<file path="src/rtl/sc_datamem_io.sv">
// sc_datamem_io: single-edge data memory with memory-mapped I/O.
//   Word-organised RAM (combinational read, rising-edge write) with
//   byte/half/word access and sign/zero-extending loads. addr[IO_SEL_BIT]=1
//   selects the I/O region: input sample regs (offsets 0..), output regs
//   (offsets 8..), free-running timer (16), sticky misalign status (17).
// Ports:
//   clock, resetn        - clock, synchronous active-low reset
//   addr, datain, we     - byte address, right-aligned store data, store enable
//   size, load_unsigned  - 00 byte / 01 half / 1x word; zero-extend sub-word loads
//   dataout, misalign    - combinational load data and misalignment flag
//   in_port, out_port    - 32-bit external input ports / registered output ports
module sc_datamem_io #(
    parameter int DEPTH_LOG2 = 5,
    parameter int IO_SEL_BIT = 7,
    parameter int IO_IN_N    = 2,
    parameter int IO_OUT_N   = 2
) (
    input  logic                    clock,
    input  logic                    resetn,
    input  logic [31:0]             addr,
    input  logic [31:0]             datain,
    input  logic                    we,
    input  logic [1:0]              size,
    input  logic                    load_unsigned,
    output logic [31:0]             dataout,
    output logic                    misalign,
    input  logic [32*IO_IN_N-1:0]   in_port,
    output logic [32*IO_OUT_N-1:0]  out_port
);
    localparam int DEPTH = 1 << DEPTH_LOG2;

    logic [31:0]                   r_mem [DEPTH];
    logic [IO_IN_N-1:0][31:0]      r_in;
    logic [IO_OUT_N-1:0][31:0]     r_out;
    logic [31:0]                   r_timer;
    logic                          r_sticky;

    logic                          w_io;
    logic [4:0]                    w_off;
    logic [DEPTH_LOG2-1:0]         w_widx;
    logic [31:0]                   w_io_word;
    logic [31:0]                   w_rword;
    logic [3:0]                    w_bmask;
    logic [31:0]                   w_bitmask;
    logic [31:0]                   w_wdata;
    logic [31:0]                   w_merge;
    logic [31:0]                   w_shift;
    logic [15:0]                   w_half;
    logic                          w_wr;
    logic                          w_unused_addr;

    assign w_io     = addr[IO_SEL_BIT];
    assign w_off    = addr[6:2];
    assign w_widx   = addr[DEPTH_LOG2+1:2];
    assign out_port = r_out;
    // Address bits outside the decoded fields are deliberately ignored (aliasing).
    assign w_unused_addr = ^addr;

    assign misalign = ((size == 2'b01) && addr[0]) || (size[1] && (addr[1:0] != 2'b00));
    assign w_wr     = we && !misalign;

    // I/O word decode; unmapped offsets read as zero.
    always_comb begin
        w_io_word = '0;
        for (int k = 0; k < IO_IN_N; k++)
            if (w_off == 5'(k)) w_io_word = r_in[k];
        for (int k = 0; k < IO_OUT_N; k++)
            if (w_off == 5'(8 + k)) w_io_word = r_out[k];
        if (w_off == 5'd16) w_io_word = r_timer;
        if (w_off == 5'd17) w_io_word = {31'b0, r_sticky};
    end

    assign w_rword = w_io ? w_io_word : r_mem[w_widx];

    // Lane mask and replicated store data; the same merge serves RAM,
    // output regs and the timer.
    always_comb begin
        case (size)
            2'b00: begin
                w_bmask = 4'b0001 << addr[1:0];
                w_wdata = {4{datain[7:0]}};
            end
            2'b01: begin
                w_bmask = addr[1] ? 4'b1100 : 4'b0011;
                w_wdata = {2{datain[15:0]}};
            end
            default: begin
                w_bmask = 4'b1111;
                w_wdata = datain;
            end
        endcase
        for (int i = 0; i < 4; i++)
            w_bitmask[8*i +: 8] = {8{w_bmask[i]}};
    end

    assign w_merge = (w_rword & ~w_bitmask) | (w_wdata & w_bitmask);

    // Load lane extraction and extension.
    assign w_shift = w_rword >> {addr[1:0], 3'b000};
    assign w_half  = addr[1] ? w_rword[31:16] : w_rword[15:0];

    always_comb begin
        dataout = '0;
        if (!misalign) begin
            case (size)
                2'b00:   dataout = load_unsigned ? {24'b0, w_shift[7:0]}
                                                 : {{24{w_shift[7]}}, w_shift[7:0]};
                2'b01:   dataout = load_unsigned ? {16'b0, w_half}
                                                 : {{16{w_half[15]}}, w_half};
                default: dataout = w_rword;
            endcase
        end
    end

    // RAM is not reset; stores during reset are dropped.
    always_ff @(posedge clock) begin
        if (resetn && w_wr && !w_io)
            r_mem[w_widx] <= w_merge;
    end

    always_ff @(posedge clock) begin
        if (!resetn) begin
            r_in     <= '0;
            r_out    <= '0;
            r_timer  <= '0;
            r_sticky <= 1'b0;
        end else begin
            for (int k = 0; k < IO_IN_N; k++)
                r_in[k] <= in_port[32*k +: 32];
            // A timer store overrides the increment below.
            r_timer <= r_timer + 32'd1;
            if (misalign) r_sticky <= 1'b1;
            if (w_wr && w_io) begin
                for (int k = 0; k < IO_OUT_N; k++)
                    if (w_off == 5'(8 + k)) r_out[k] <= w_merge;
                if (w_off == 5'd16) r_timer <= w_merge;
                // Clear only if the written lanes include bit0 and it is set.
                if (w_off == 5'd17 && w_bmask[0] && w_wdata[0]) r_sticky <= 1'b0;
            end
        end
    end
endmodule
</file>
<file path="config.mk">
export PLATFORM = sky130hd
export DESIGN_NAME = sc_datamem_io
export DESIGN_NICKNAME = d
export VERILOG_FILES = /design/src/rtl/sc_datamem_io.sv
export SDC_FILE = /design/constraint.sdc
export NUM_CORES = 1
export LEC_CHECK = 0
export CAP_MARGIN = 20
export CORE_ASPECT_RATIO = 0.5
export CORE_MARGIN = 2
export CORE_UTILIZATION = 26
export CTS_BUF_LIST = sky130_fd_sc_hd__clkbuf_4
export DETAILED_ROUTE_END_ITERATION = 6
export PLACE_DENSITY_LB_ADDON = 0.2
export SLEW_MARGIN = 10
export SYNTH_ARGS = -nofsm -noshare
export SYNTH_HDL_FRONTEND = slang
export SYNTH_SLANG_ARGS = --single-unit
export TNS_END_PERCENT = 50
</file>
<file path="constraint.sdc">
create_clock -name clock -period 5.9 [get_ports clock]
set_clock_uncertainty 0.05 [all_clocks]
set_input_delay 1.18 -clock clock [delete_from_list [all_inputs] [get_ports clock]]
set_output_delay 1.18 -clock clock [all_outputs]
set_load 0.05 [all_outputs]
</file>
==> results of run 1 <==
how the worst max path moves through the flow:
stage	endpoint	slack, ns	cells after the start
after detailed placement	dataout[10]	-0.15	12
final	dataout[12]	0.07	12
after CTS	dataout[12]	0.05	12
after global placement	dataout[10]	-0.14	12
after global routing	dataout[18]	-0.02	9
after floorplan	r_mem[17][0]$_DFFE_PP_	0.11	4
metrics by stage:
step	cells	setup slack, ns	power, mW	utilization, %	TNS [ns]
floorplan	2855	0.111	10.2	-	0
CTS	6139	0.0463	18.1	32.5	0
global placement	5618	-0.140	11.1	30.4	-0.242
global route	6150	-0.0243	18.6	32.5	-0.0367
finish	6151	0.0697	17.9	32.5	0
detailed placement	5618	-0.149	11.1	30.4	-0.299
sequential cells by signal, indices dropped and copies added, names as in the netlist:
name,cells
r_mem,1024
out_port,64
r_in,64
r_timer,32
r_sticky,1
layer usage:
| layer | vias to the layer above | global-route usage (%) | wire length, um |
|---|---|---|---|
| met4 | 0 | 6.63 | 5120 |
| met3 | 261 | 3.40 | 11900 |
| li1 | 13025 | - | - |
| met1 | 16645 | 26.4 | 81100 |
| met5 | - | 0 | 0 |
| met2 | 1297 | 31.7 | 88300 |
cell usage after synthesis (all sizes together), types with 32 or more instances:
master | n | area share, %
a21oi | 126 | 1.3
a22oi | 79 | 1.2
and2 | 70 | 0.91
buf | 105 | 1.4
clkbuf | 81 | 0.63
dfxtp | 161 | 6.7
edfxtp | 1024 | 64
inv | 32 | 0.25
mux2 | 37 | 0.87
mux2i | 129 | 2.7
mux4 | 197 | 9.3
nand2 | 99 | 0.78
nand3 | 45 | 0.47
nor2 | 131 | 1.0
o21ai | 110 | 1.1
o22ai | 51 | 0.67
worst min-delay path: cells and delay by family:
family / cells / cell delay (ns)
compound gates: 2 / 0.18
buf+inv: 1 / 0.26
cell families (layout without fill, tap and decap cells):
| group | Yosys count | after routing |
|---|---|---|
| DFF | 1185 | 1185 |
| other | 0 | 10 |
| adders and majority gates | 1 | 1 |
| xor gates and xnor gates | 31 | 31 |
| buffers and inverters | 221 | 1078 |
| and+or+nand+nor | 501 | 501 |
| muxes | 363 | 363 |
| AOI/OAI and AO/OA | 553 | 553 |
cell type report:
class | instances | area share, %
multi-input cells | 1449 | 22.1
repair buffers | 522 | 9.27
clock buffers | 450 | 5.67
clock inverters | 71 | 0.546
diodes | 10 | 0.0420
flip-flops and latches | 1185 | 57.1
well taps | 2429 | 5.10
inverters | 35 | 0.221
power breakdown:
| group | switching (mW) | internal [mW] | leakage [nW] | total, mW |
|---|---|---|---|---|
| Clock | 3.41 | 3.57 | 2.22 | 6.98 |
| Combinational | 1.06 | 0.597 | 7.07 | 1.65 |
| Sequential | 0.0167 | 9.26 | 10.6 | 9.27 |
| Total | 4.48 | 13.4 | 19.9 | 17.9 |
repair_timing:
| action | in CTS | in global routing |
|---|---|---|
| setup endpoints to repair | 21 | 9 |
| setup buffers | 0 | 0 |
| resized for setup | 4 | 4 |
| pin swaps | 0 | 1 |
| hold buffers | 0 | 0 |
| hold endpoints to repair | 0 | 0 |
==> insert_results.sql, run 1 <==
INSERT INTO impl_metrics (metric_group, metric, value, unit) VALUES
('worst_hold_path', 'worst_hold_path_type', 'primary input to flop', ''),
('finish', 'final_design_area_no_fill', '59500', 'um2'),
('routing', 'route.vias.total', '31228', ''),
('clock_network', 'cts_buffer_depth', '4', ''),
('critical_path', 'worst_path_largest_cell_delay', '0.43', 'ns'),
('clock_network', 'cts_sinks', '1185', ''),
('yosys', 'syn_inst', '2855', ''),
('floorplanning', 'core', '183000', 'um2'),
('finish', 'most-common-layout-cells', '1024 x edfxtp_1, 450 x clkbuf_4, 257 x buf_4, 187 x mux4_2, 166 x clkdlybuf4s50_1', ''),
('critical_path', 'timing.critical_path.slowest_stage_cell', 'buf_2', ''),
('sta', 'max_clock_freq', '172', 'MHz'),
('clock_network', 'clock_tree_from_tritoncts', 'done', ''),
('finish', 'synthToLayoutAreaGrowth', '24.3', '%'),
('sta', 'period_needed', '5.83', 'ns'),
('clock_network', 'cts-htree-levels', '5', ''),
('critical_path', 'crit_path_max_fanout', '18', ''),
('finish', 'multi_input_comb_area', '13100', 'um2'),
('worst_hold_path', 'min_delay_worst_endpoint', 'out_port[23]$_SDFFE_PN0P_', ''),
('yosys', 'ys_warn_count', '0', ''),
('clock_network', 'numCtsBuffers', '317', ''),
('yosys', 'synth_compound_gate_area_share', '7.79', '%'),
('sta', 'min_period_over_period', '98.8', '%'),
('finish', 'sequential_cell_area', '34000', 'um2'),
('worst_hold_path', 'timing.hold.worst_path_depth', '3', ''),
('clock_network', 'clock_latency', '1.34', 'ns'),
('critical_path', 'worst-endpoint-required', '4.67', 'ns'),
('sta', 'final-hold-violation-count', '0', ''),
('critical_path', 'timing.critical_path.from_type', 'primary input', ''),
('placement', 'dp_hpwl', '122', 'mm'),
('yosys', 'synth_xor_area_share', '0.567', '%'),
('critical_path', 'critical_path.cell_chain', 'buf_2 > buf_4 > nand4bb_1 > buf_4 > o22ai_1 > nor4_1 > nand3_2 > a32oi_2 > a32oi_2 > buf_12 > a21oi_1 > buf_12', ''),
('yosys', 'netlist_area', '47900', 'um2'),
('yosys', 'mappedNetlistNets', '2990', ''),
('clock_network', 'clockRootBuffer', 'clkbuf_4', ''),
('critical_path', 'cp_top_family', 'buffers and inverters', ''),
('critical_path', 'r2r-start', 'r_mem[16][20]$_DFFE_PP_', ''),
('yosys', 'yosysUniqueCellTypes', '89', ''),
('yosys', 'synth_sequential_area_ratio', '70.9', '%'),
('finish', 'final_common_cell', 'edfxtp_1', ''),
('critical_path', 'crit_start', 'addr[6]', ''),
('worst_hold_path', 'hp-start', 'resetn', ''),
('sta', 'slew_viol_final', '0', ''),
('yosys', 'synth_top_flop_cell', 'edfxtp_1', ''),
('routing', 'via_per_inst', '5.08', ''),
('yosys', 'synthArstFlopShare', '0', '%'),
('clock_network', 'path_clk_slew', '0.06', 'ns'),
('floorplanning', 'fp.dieArea', '188000', 'um2'),
('power', 'vdd_ir_drop_max', '0.202', 'mV'),
('sta', 'whs', '0.362', 'ns'),
('yosys', 'synth_area_per_cell', '16.8', 'um2'),
('routing', 'routedWlPerCell', '30.3', 'um'),
('run', 'maxCapViolations', '0', ''),
('global_route', 'initial_antenna_violation_count', '16', ''),
('sta', 'setup_viol_count_final', '0', ''),
('run_status', 'result_of_the_run', 'complete, no violations', ''),
('yosys', 'synth.ff_latch_count', '1185', ''),
('global_route', 'grt_pass1_vias', '31333', ''),
('placement', 'gp_congestion', '0.978', ''),
('yosys', 'synthAdderAreaFrac', '0.0261', '%'),
('finish', 'n_fill_cell', '18057', ''),
('yosys', 'number_of_enable_flip_flop_cells_after_synthesis', '1024', ''),
('critical_path', 'regToRegSetupSlack', '2.27', 'ns'),
('routing', 'detailedRoute.firstIterationViolations', '3639', ''),
('global_route', 'grt_start_max_net_pins', '89', ''),
('finish', 'final_layout_size_suffix_gt1_share', '30.3', '%'),
('global_route', 'grt_first_pass_wirelength', '253', 'mm'),
('yosys', 'basic_gate_share_of_the_synthesized_area_counting_and_or_nand_and_nor_cells', '5.46', '%'),
('critical_path', 'timing.rr.end', 'r_mem[16][20]$_DFFE_PP_', ''),
('critical_path', 'type_of_destination_of_the_critical_path', 'output pin', ''),
('floorplanning', 'die_h', '308', 'um'),
('critical_path', 'cp.buffers_inverters', '5', '');
(Power assumes the default switching activity.)
==> inputs of run 2 (changes only) <==
--- a/config.mk
+++ b/config.mk
@@ -16,4 +16,3 @@
 export SYNTH_ARGS = -nofsm -noshare
 export SYNTH_HDL_FRONTEND = slang
 export SYNTH_SLANG_ARGS = --single-unit
-export TNS_END_PERCENT = 50
==> insert_results.sql, run 2 (synthesis gave the netlist of run 1 again) <==
INSERT INTO impl_metrics (metric_group, metric, value, unit) VALUES
('floorplanning', 'core', '183000', 'um2'),
('sta', 'grt_setup_unrepaired', 'no', ''),
('critical_path', 'cp.buffers_inverters', '3', ''),
('finish', 'largest_register', 'r_mem', ''),
('finish', 'synthToLayoutAreaGrowth', '24.3', '%'),
('clock_network', 'clockRootBuffer', 'clkbuf_4', ''),
('finish', 'final_layout_size_suffix_gt1_share', '30.3', '%'),
('power', 'vdd_ir_drop_max', '0.202', 'mV'),
('global_route', 'grt_first_pass_wirelength', '253', 'mm'),
('routing', 'via_per_inst', '5.08', ''),
('global_route', 'grt_overflow', '0', ''),
('power', 'leakage', '19.9', 'nW'),
('run', 'maxCapViolations', '0', ''),
('sta', 'final-hold-violation-count', '0', ''),
('clock_network', 'cts-htree-levels', '5', ''),
('sta', 'setup_viol_count_final', '0', ''),
('routing', 'routedWlPerCell', '30.3', 'um'),
('global_route', 'grt_pass1_vias', '31333', ''),
('floorplanning', 'row_count', '111', ''),
('global_route', 'initial_antenna_violation_count', '16', ''),
('routing', 'detailedRoute.firstIterationViolations', '3696', ''),
('clock_network', 'clock_tree_from_tritoncts', 'done', ''),
('clock_network', 'path_clk_slew', '0.06', 'ns'),
('placement', 'gp_congestion', '0.978', ''),
('run_status', 'result_of_the_run', 'complete, no violations', ''),
('finish', 'final_common_cell', 'edfxtp_1', ''),
('placement', 'buffer_ports.inserted', '206', ''),
('sta', 'max_clock_freq', '171', 'MHz'),
('critical_path', 'arrival', '4.60', 'ns'),
('critical_path', 'cp_top_family', 'simple AND/OR/NAND/NOR gates', ''),
('routing', 'route.vias.total', '31264', ''),
('floorplanning', 'horiz_die_dim', '611', 'um'),
('sta', 'period_needed', '5.83', 'ns'),
('critical_path', 'type_of_destination_of_the_critical_path', 'output pin', ''),
('clock_network', 'cts_buffer_depth', '4', ''),
('critical_path', 'worst_path_largest_cell_delay', '0.53', 'ns'),
('critical_path', 'crit_path_max_fanout', '18', ''),
('critical_path', 'crit_start', 'addr[6]', ''),
('placement', 'post-place-ws', '-0.149', 'ns'),
('floorplanning', 'num_io_pins', '231', ''),
('clock_network', 'clock_latency', '1.35', 'ns'),
('routing', 'drc', '0', ''),
('sta', 'min_period_over_period', '98.9', '%'),
('finish', 'most-common-layout-cells', '1024 x edfxtp_1, 450 x clkbuf_4, 257 x buf_4, 187 x mux4_2, 166 x clkdlybuf4s50_1', ''),
('finish', 'num-nets-final', '3646', ''),
('global_route', 'track_usage', '19.5', '%'),
('routing', 'detail_route.first_pass.iterations', '6', ''),
('critical_path', 'worst-endpoint-required', '4.67', 'ns'),
('routing', 'wirelength', '186', 'mm'),
('sta', 'post_route_setup_slack', '0.0674', 'ns'),
('finish', 'layout.cells.non_filler', '6151', ''),
('floorplanning', 'die_h', '308', 'um'),
('placement', 'dp_hpwl', '122', 'mm'),
('placement', 'dpl.cell_count', '5618', ''),
('critical_path', 'r2r-start', 'r_mem[16][20]$_DFFE_PP_', ''),
('finish', 'largest_register_ffs', '1024', ''),
('critical_path', 'critical_path.cell_chain', 'buf_2 > or4bb_1 > a211oi_1 > or4_1 > or4_4 > a32oi_2 > a32oi_2 > buf_12 > a21oi_1 > buf_12', ''),
('sta', 'slew_headroom', '27.7', '%'),
('worst_hold_path', 'hp-start', 'resetn', ''),
('clock_network', 'numCtsBuffers', '317', ''),
('routing', 'antenna_left', '0', ''),
('critical_path', 'worst-setup-path-type', 'primary input to output pin', ''),
('global_route', 'grt_start_max_net_pins', '89', ''),
('clock_network', 'cts_hold_repair.buffers', '0', ''),
('floorplanning', 'floorplan.initialDensity', '26.2', '%'),
('critical_path', 'timing.critical_path.from_type', 'primary input', ''),
('worst_hold_path', 'worst_hold_path_type', 'primary input to flop', ''),
('sta', 'tightestPinTransition', '1.06', 'ns'),
('critical_path', 'timing.critical_path.slowest_stage_cell', 'or4_4', ''),
('sta', 'slew_viol_final', '0', ''),
('power', 'power-per-cell-area', '301', 'nW/um2'),
('floorplanning', 'fp.dieArea', '188000', 'um2'),
('clock_network', 'cts_sinks', '1185', '');
-- run 2: what timing repair did --
| action | in CTS | in global routing |
|---|---|---|
| endpoints found under the setup margin | 21 | 9 |
| buffers inserted | 0 | 1 |
| pin swaps | 0 | 1 |
| resized for setup | 4 | 3 |
-- run 2: layout make-up --
class | instances | area (um2)
Fill cell | 18056 | 123000
Sequential cell | 1185 | 34000
Multi-Input combinational cell | 1449 | 13100
Timing Repair Buffer | 523 | 5540
Clock buffer | 450 | 3380
Tap cell | 2429 | 3040
Clock inverter | 71 | 325
Inverter | 35 | 131
Antenna cell | 9 | 22.5
-- run 2: worst paths after layout --
path	slack [ns]	depth (start not counted)	end
setup / recovery	0.07	10	dataout[12]
setup reg to reg	2.35	9	r_mem[16][20]$_DFFE_PP_
hold reg to reg	0.43	2	r_sticky$_SDFF_PN0_
hold / removal	0.37	3	out_port[23]$_SDFFE_PN0P_
-- run 2: worst register-to-register path, cell delays in order (launching register included) --
cell      delay [ns]
edfxtp_1        0.37
mux4_1          0.52
a22oi_1         0.20
nand2_1         0.18
o31ai_1         0.76
buf_4           0.24
a311oi_1        0.09
a21oi_1         0.47
inv_1           0.10
buf_4           0.25
-- run 2: through the flow --
stage	util (%)	hold slack [ns]	total power, mW	cell area [um2]	setup TNS [ns]
2_1_floorplan	-	0.398	10.2	47900	0
3_3_place_gp	30.4	0.408	11.1	55700	-0.242
4_1_cts	32.5	0.248	18.1	59500	0
5_1_grt	32.5	0.294	18.6	59600	0
6_report	32.5	0.370	17.9	59600	0
3_5_place_dp	30.4	0.418	11.1	55700	-0.299
-- run 2: power by group --
| part | internal, mW | total, mW | leakage (nW) | switching [mW] |
|---|---|---|---|---|
| logic | 0.599 | 1.65 | 7.08 | 1.05 |
| clock network | 3.57 | 6.98 | 2.22 | 3.42 |
| registers | 9.26 | 9.27 | 10.6 | 0.0166 |
-- run 2: layer usage --
layer,up-vias,wire (um),global-route usage (%)
met5,-,0,0
met2,1378,88200,31.7
met1,16598,80900,26.4
met4,0,5450,6.63
met3,285,11900,3.40
li1,13003,-,-
